===== config.mk =====
export PLATFORM = sky130hd
export DESIGN_NAME = mux2_burst_arbiter
export DESIGN_NICKNAME = d
export VERILOG_FILES = /design/src/rtl/mux2_burst_arbiter_pkg.sv /design/src/rtl/mux2_out_reg.sv /design/src/rtl/mux2_burst_arbiter.sv
export SDC_FILE = /design/constraint.sdc
export NUM_CORES = 1
export LEC_CHECK = 0
export CORE_ASPECT_RATIO = 1.2
export CORE_UTILIZATION = 44
export CTS_BUF_LIST = sky130_fd_sc_hd__clkbuf_4 sky130_fd_sc_hd__clkbuf_8 sky130_fd_sc_hd__clkbuf_16
export DETAILED_ROUTE_END_ITERATION = 8
export PLACE_DENSITY = 0.83
export SYNTH_ARGS = -nofsm -noshare
export SYNTH_HDL_FRONTEND = slang
export SYNTH_SLANG_ARGS = --single-unit
export TNS_END_PERCENT = 10

===== constraint.sdc =====
create_clock -name clk -period 2.78 [get_ports clk]
set_input_delay 0.556 -clock clk [delete_from_list [all_inputs] [get_ports clk]]
set_output_delay 0.556 -clock clk [all_outputs]
set_load 0.1 [all_outputs]

===== src/rtl/mux2_burst_arbiter_pkg.sv =====
// Shared definitions for the two-requester burst arbiter: state encoding,
// default parameters and the beat counter width helper.
package mux2_burst_arbiter_pkg;

    typedef enum logic [1:0] {
        IDLE = 2'd0,
        GNT0 = 2'd1,
        GNT1 = 2'd2
    } state_t;

    localparam int DW_DEF        = 8;
    localparam int MAX_BURST_DEF = 4;

    // Counter must be able to hold MAX_BURST itself.
    function automatic int cnt_w(input int max_burst);
        return $clog2(max_burst + 1);
    endfunction

endpackage


===== src/rtl/mux2_out_reg.sv =====
// Select-driven 2:1 data mux feeding a single registered output beat with
// valid/ready drain logic.
module mux2_out_reg
    import mux2_burst_arbiter_pkg::*;
#(
    parameter int DW = DW_DEF
) (
    input  logic          clk,
    input  logic          rst,
    input  logic          sel,
    input  logic          load,
    input  logic [DW-1:0] din0,
    input  logic [DW-1:0] din1,
    input  logic          dout_ready,
    output logic [DW-1:0] dout,
    output logic          dout_valid
);

    logic [DW-1:0] dout_q, dout_d;
    logic          valid_q, valid_d;

    // A load wins over a drain, so accept and drain together keep valid high.
    always_comb begin
        dout_d  = dout_q;
        valid_d = valid_q;
        if (load) begin
            dout_d  = sel ? din1 : din0;
            valid_d = 1'b1;
        end else if (dout_ready) begin
            valid_d = 1'b0;
        end
    end

    always_ff @(posedge clk or posedge rst) begin
        if (rst) begin
            dout_q  <= '0;
            valid_q <= 1'b0;
        end else begin
            dout_q  <= dout_d;
            valid_q <= valid_d;
        end
    end

    assign dout       = dout_q;
    assign dout_valid = valid_q;

endmodule


===== src/rtl/mux2_burst_arbiter.sv =====
// Round-robin burst arbiter: holds a grant for one burst (last beat,
// MAX_BURST beats or request withdrawal) and steers the shared output stage.
module mux2_burst_arbiter
    import mux2_burst_arbiter_pkg::*;
#(
    parameter int DW        = DW_DEF,
    parameter int MAX_BURST = MAX_BURST_DEF
) (
    input  logic          clk,
    input  logic          rst,
    input  logic          req0,
    input  logic          last0,
    input  logic [DW-1:0] din0,
    output logic          ready0,
    input  logic          req1,
    input  logic          last1,
    input  logic [DW-1:0] din1,
    output logic          ready1,
    output logic [DW-1:0] dout,
    output logic          dout_valid,
    input  logic          dout_ready,
    output logic          sel,
    output logic          busy
);

    localparam int CW = cnt_w(MAX_BURST);

    state_t        state_q, state_d;
    logic          ptr_q, ptr_d;
    logic          sel_q, sel_d;
    logic [CW-1:0] beat_cnt_q, beat_cnt_d;
    logic [CW-1:0] cnt_inc;
    logic          space, acc, acc_last;
    logic          own1, cur_req, oth_req, burst_end;

    assign space    = !dout_valid || dout_ready;
    assign ready0   = (state_q == GNT0) && req0 && space;
    assign ready1   = (state_q == GNT1) && req1 && space;
    assign acc      = ready0 || ready1;
    assign acc_last = ready1 ? last1 : last0;
    assign cnt_inc  = beat_cnt_q + 1'b1;
    assign own1     = (state_q == GNT1);
    assign cur_req  = own1 ? req1 : req0;
    assign oth_req  = own1 ? req0 : req1;

    always_comb begin
        state_d    = state_q;
        ptr_d      = ptr_q;
        sel_d      = sel_q;
        beat_cnt_d = beat_cnt_q;
        burst_end  = 1'b0;
        case (state_q)
            IDLE: begin
                if (req0 && req1)  state_d = ptr_q ? GNT1 : GNT0;
                else if (req0)     state_d = GNT0;
                else if (req1)     state_d = GNT1;
            end
            GNT0, GNT1: begin
                burst_end = !cur_req ||
                            (acc && (acc_last || cnt_inc == CW'(MAX_BURST)));
                if (burst_end) begin
                    beat_cnt_d = '0;
                    ptr_d      = !own1;
                    // Hand over without a bubble; otherwise re-grant or idle.
                    if (oth_req)      state_d = own1 ? GNT0 : GNT1;
                    else if (cur_req) state_d = state_q;
                    else              state_d = IDLE;
                end else if (acc) begin
                    beat_cnt_d = cnt_inc;
                end
            end
            default: state_d = IDLE;
        endcase
        if (state_d == GNT0)      sel_d = 1'b0;
        else if (state_d == GNT1) sel_d = 1'b1;
    end

    always_ff @(posedge clk or posedge rst) begin
        if (rst) begin
            state_q    <= IDLE;
            ptr_q      <= 1'b0;
            sel_q      <= 1'b0;
            beat_cnt_q <= '0;
        end else begin
            state_q    <= state_d;
            ptr_q      <= ptr_d;
            sel_q      <= sel_d;
            beat_cnt_q <= beat_cnt_d;
        end
    end

    assign sel  = sel_q;
    assign busy = (state_q != IDLE);

    mux2_out_reg #(.DW(DW)) u_out (
        .clk        (clk),
        .rst        (rst),
        .sel        (sel_q),
        .load       (acc),
        .din0       (din0),
        .din1       (din1),
        .dout_ready (dout_ready),
        .dout       (dout),
        .dout_valid (dout_valid)
    );

endmodule


# Yosys cells after proc, flatten, opt, wreduce, memory -nomap -nowiden
# Index checks and enable logic that the tools add are counted.
# totals
reg_bits	16
latchBits	0
ram_bits	0
romBits	0
output_inout_bits	13
memories	0
# classes
n_addsub	1
multipliers	0
div_mod_pow	0
order_cmp	0
n_eq_ne	5
shifts	0
mux	19
bitwise	0
reduce_logical	21
# op_table
op	count
2-bit two-way mux	8
8-bit two-way mux	1
2-bit nonzero test	4
1-bit two-way mux	7
1-bit logical AND	6
3-bit two-way mux	2
2-bit by 1-bit equality test with 1-bit output, second input constant	2
2-bit equality test, second input constant	2
1-bit logical OR	4
2-bit case mux with 2 select lines	1
2-bit AND reduction	2
3-bit by 1-bit adder with 3-bit output, second input constant	1
3-bit equality test, second input constant	1
1-bit zero test	3
2-bit zero test	1
2-bit OR reduction	1

# Depth between registers and ports, before layout
# logic_depth
ltp_word	12
depth_mapped	10

# Hierarchy
# Synthesis repeated with hierarchy kept, for this count alone.
# hier_totals
cells_unflattened	114
hier_area_um2	1076.0
# by_module_without_submodules
mod	instances	cells_per_inst	area_per_inst_um2	seq_area_each_um2
mux2_burst_arbiter	1	75	655.6	175.2
mux2_out_reg	1	39	420.4	225.2

# Least setup slack after synthesis
# Ideal clock, no wire load.
# synth_timing
path_type	register to output
from	register u_out.valid_q, in the netlist u_out.dout_valid
to	output port ready0
arrival_ns	2.343
path_slack_ns	-0.119
path_stages_with_launch	3
path_buffers	0
cell_sequence	dfrtp_1 > nor2b_1 > nor2_1
# synth_via
elab_chain_cells	3
# synth_lines
element	line	source
start, declared	mux2_out_reg.sv:20	logic valid_q, valid_d;
start signal, assigned	mux2_out_reg.sv:40	valid_q <= valid_d;
1-bit zero test	mux2_burst_arbiter.sv:36	assign space = !dout_valid || dout_ready;
1-bit logical OR	mux2_burst_arbiter.sv:36	
1-bit logical AND	mux2_burst_arbiter.sv:37	assign ready0 = (state_q == GNT0) && req0 && space;
end, declared	mux2_burst_arbiter.sv:14	output logic ready0,
# Every way passes these cells.

# Worst setup path after layout
# layout_timing
from	register state_q[0]
to	register sel_q, in the netlist sel
# layout_via
elab_chain_cells	11
elab_cells_between_ends	28
# layout_lines
element	line	source
start, declared	mux2_burst_arbiter.sv:28	state_t state_q, state_d;
start signal, assigned	mux2_burst_arbiter.sv:85	state_q <= state_d;
2-bit equality test	mux2_burst_arbiter.sv:38, mux2_burst_arbiter.sv:42, mux2_burst_arbiter.sv:52	
1-bit logical AND (2 in a row)	mux2_burst_arbiter.sv:38	assign ready1 = (state_q == GNT1) && req1 && space;
1-bit two-way mux	mux2_burst_arbiter.sv:40	assign acc_last = ready1 ? last1 : last0;
1-bit logical OR	mux2_burst_arbiter.sv:60	(acc && (acc_last || cnt_inc == CW'(MAX_BURST)));
1-bit logical AND	mux2_burst_arbiter.sv:60	
1-bit logical OR	mux2_burst_arbiter.sv:59	burst_end = !cur_req ||
2-bit two-way mux	mux2_burst_arbiter.sv:61	if (burst_end) begin
2-bit case mux with 2 select lines (*)	mux2_burst_arbiter.sv:52	case (state_q)
net state_d[0]	mux2_burst_arbiter.sv:28	
2-bit by 1-bit equality test with 1-bit output or 2-bit equality test (tied branches)	mux2_burst_arbiter.sv:74, mux2_burst_arbiter.sv:75	
1-bit two-way mux or 2-bit nonzero test (tied branches)	--	
end signal, assigned	mux2_burst_arbiter.sv:87	sel_q <= sel_d;
end, declared	mux2_burst_arbiter.sv:30	logic sel_q, sel_d;
# Mark *: on every way through the listed nets, which the timed path passes. The rest lies on a longest branch.
# A chain may end at the register's enable or synchronous reset.

==> results.yml <==
run_status:
  run_status: "finished clean"
min_path:
  holdCritPathClass: "register to register"
  whs_endpoint: "beat_cnt_q[0]"
  min_from: "beat_cnt_q[0]"
  worst_hold_path_cell_count: 1
cts:
  cts_repair_resize_count: 0
  cts_tree: "yes"
  path_clk_slew_ns: 0.09
  cts.sink_count: 16
  insertion_delay_ns: 0.29
  cts_made_buffers: 3
  clock_tree.buffer_depth: 2
  post_cts_buffers: 0
  clock-root-buffer: "clkbuf_4"
  htree_levels: 1
  ctsHoldBuffers: 0
route:
  avgRoutedWirePerCell_um: 12.0
  drc: 0
  vias_per_cell: 5.27
  routed_wirelength_um: 2020
  detail_route.iter0.violations: 11
  drt_pass1_iterations: 4
  drt.antenna.violating_nets: 0
  num_vias: 886
grt:
  grt_remaining_overflow: 0
  antenna_found_initial: 0
  grt_pass1_wl_um: 3100
  pin_count_of_the_biggest_net_entering_global_routing: 17
  grt_pass1_vias: 773
  groute.usage.overall_pct: 17.8
sta:
  post-route-min-period_ns: 2.41
  timing.final.max_slew_violations: 0
  grt_setup_unrepaired: "no"
  maxSlewHeadroom_pct: 53.2
  setup_ws_ns: 0.370
  whs_ns: 0.528
  worst_pin_slew_ns: 0.702
  worst_clock_skew_ns: 0.00499
  finalCritPeriodShare_pct: 86.7
  totalNegativeSetupSlack_ns: 0
  fmax_mhz: 415
  finalSetupViolations: 0
  hold_viol: 0
worst_setup_path:
  critPathMaxFanout: 8
  worst-r2r-setup-slack_ns: 0.37
  regToRegStartpoint: "state_q[0]"
  crit_path_start: "state_q[0]"
  critical_path.reg2reg.endpoint: "sel"
  ff2ff_path_depth: 9
  worstSetupPathType: "register to register"
  setup.worst_path.start_class: "register"
  worst_ep_arrival_time_ns: 2.59
  worstPathRequired_ns: 2.96
  crit_path_end_kind: "register"
synthesis:
  yosys_warnings: 0
  ys_seq_area_share_pct: 38.8
  netlist_instances: 104
  synth_seq_cells: 16
  postSynthAreaPerCell_um2: 9.91
  synth_area_um2: 1030
  synth_nets: 134
  yosys.cell_types.count: 31
place:
  placement.setup.worst_slack_ns: 0.138
  count_of_buffers_inserted_at_the_top_level_ports: 35
  dp_hpwl_um: 1650
  globalplace.congestion: 0.917
final_layout:
  fillCellCount: 177
  areaGrowthSynthToFinish_pct: 36.0
  design.final.nets: 170
  antennaDiodeCount: 0
  drive_above_1_share_pct: 21.0
  finish.utilization_pct: 65.6
floorplan:
  fp.dieArea_um2: 2540
  initial_utilization_pct: 48.2
  core-area_um2: 2140
  die_width_um: 46.2
  std_cell_rows: 18
  height_of_the_chip_um: 55.0
  boundaryPins: 36
run:
  number_of_maximum_capacitance_violations: 0
worst max path at each step:
| stage | cells after the start | endpoint | slack, ns |
|---|---|---|---|
| 5_1_grt | 9 | sel | 0.26 |
| 4_1_cts | 9 | sel | 0.39 |
| 2_1_floorplan | 2 | ready0 | -0.12 |
| 3_5_place_dp | 8 | sel | 0.14 |
| 3_3_place_gp | 8 | sel | 0.25 |
| 6_report | 9 | sel | 0.37 |
final cells by class:
class,count,area (um^2),share of cell area (%)
inverter,8,30.0,2.14
sequential,16,400,28.5
tap,30,37.5,2.68
clock buffer,3,22.5,1.61
timing repair buffer,35,343,24.4
multi-input combinational,76,569,40.6
sequential cells by signal (all words and copies together), names as in the netlist:
| signal | count |
|---|---|
| ptr_q | 1 |
| state_q | 2 |
| u_out.dout | 8 |
| beat_cnt_q | 3 |
| u_out.dout_valid | 1 |
| sel | 1 |
cell families (layout without fill, tap and decap cells):
family          after synthesis  after routing  synth area share, %
fa+ha+maj                     7              7                 8.49
xor+xnor                      1              1                0.850
simple gates                 27             27                 12.7
flops                        16             16                 38.8
buf+inv                      12             46                 5.95
compound gates               31             31                 23.4
mux                          10             10                 9.71
layer usage:
layer / vias up / part of all wire [%] / track usage (%)
met1: 398 / 40 / 18.5
li1: 429 / - / -
met2: 53 / 51 / 31.9
met4: 0 / 2.3 / 11.8
met3: 6 / 6.7 / 3.57
met5: - / 0 / 0
synthesized netlist by cell type (all sizes together):
cell,number,area (um^2)
nor2b,1,6.26
o32a,1,22.5
nand2b,4,25.0
a21o,1,7.51
clkbuf,1,3.75
a41oi,1,8.76
a31oi,2,12.5
o21ai,5,36.3
o2bb2ai,1,15.0
inv,8,30.0
nand3,2,10.0
nor2,12,45.0
buf,3,27.5
o211ai,1,21.3
ha,7,87.6
a21oi,15,82.6
o21bai,1,7.51
mux2i,10,100
nand2,7,36.3
xor2,1,8.76
o22ai,1,6.26
dfrtp,16,400
a41o,2,21.3
or2,1,8.76
worst max-delay path, stage by stage (launching register included):
cell and delay [ns]:
dfrtp_1 0.44, inv_1 0.13, ha_1 0.37, nand2_2 0.16, o21ai_2 0.18, o211ai_4 0.13, a41o_2 0.27, o22ai_1 0.22
ha_1 0.28, mux2i_1 0.12
cell usage in the layout, fill, tap and decap left out:
cell type | synthesis | routed
a21o_1 | 1 | 1
a21oi_1 | 13 | 13
a21oi_2 | 2 | 2
a31oi_1 | 2 | 2
a41o_1 | 1 | 1
a41o_2 | 1 | 1
a41oi_1 | 1 | 1
buf_12 | 0 | 2
buf_4 | 0 | 11
clkbuf_4 | 0 | 3
clkdlybuf4s50_1 | 0 | 22
dfrtp_1 | 16 | 16
ha_1 | 7 | 7
inv_1 | 7 | 7
inv_2 | 1 | 1
mux2i_1 | 10 | 10
nand2_1 | 5 | 5
nand2_2 | 1 | 1
nand2_4 | 1 | 1
nand2b_1 | 4 | 4
nand3_1 | 2 | 2
nor2_1 | 12 | 12
nor2b_1 | 1 | 1
o211ai_4 | 1 | 1
o21ai_0 | 2 | 2
o21ai_2 | 3 | 3
o21bai_1 | 1 | 1
o22ai_1 | 1 | 1
o2bb2ai_2 | 1 | 1
o32a_4 | 1 | 1
or2_4 | 1 | 1
xor2_1 | 1 | 1
through the flow:
| stage | cells | area (um^2) |
|---|---|---|
| global placement | 165 | 1380 |
| finish | 168 | 1400 |
| CTS | 168 | 1400 |
| detailed placement | 165 | 1380 |
| global route | 168 | 1400 |
| floorplan | 104 | 1030 |
Power is left out: the tool's default activity adds up to more than one toggle a clock period on the data nets, which glitch-free logic cannot reach.
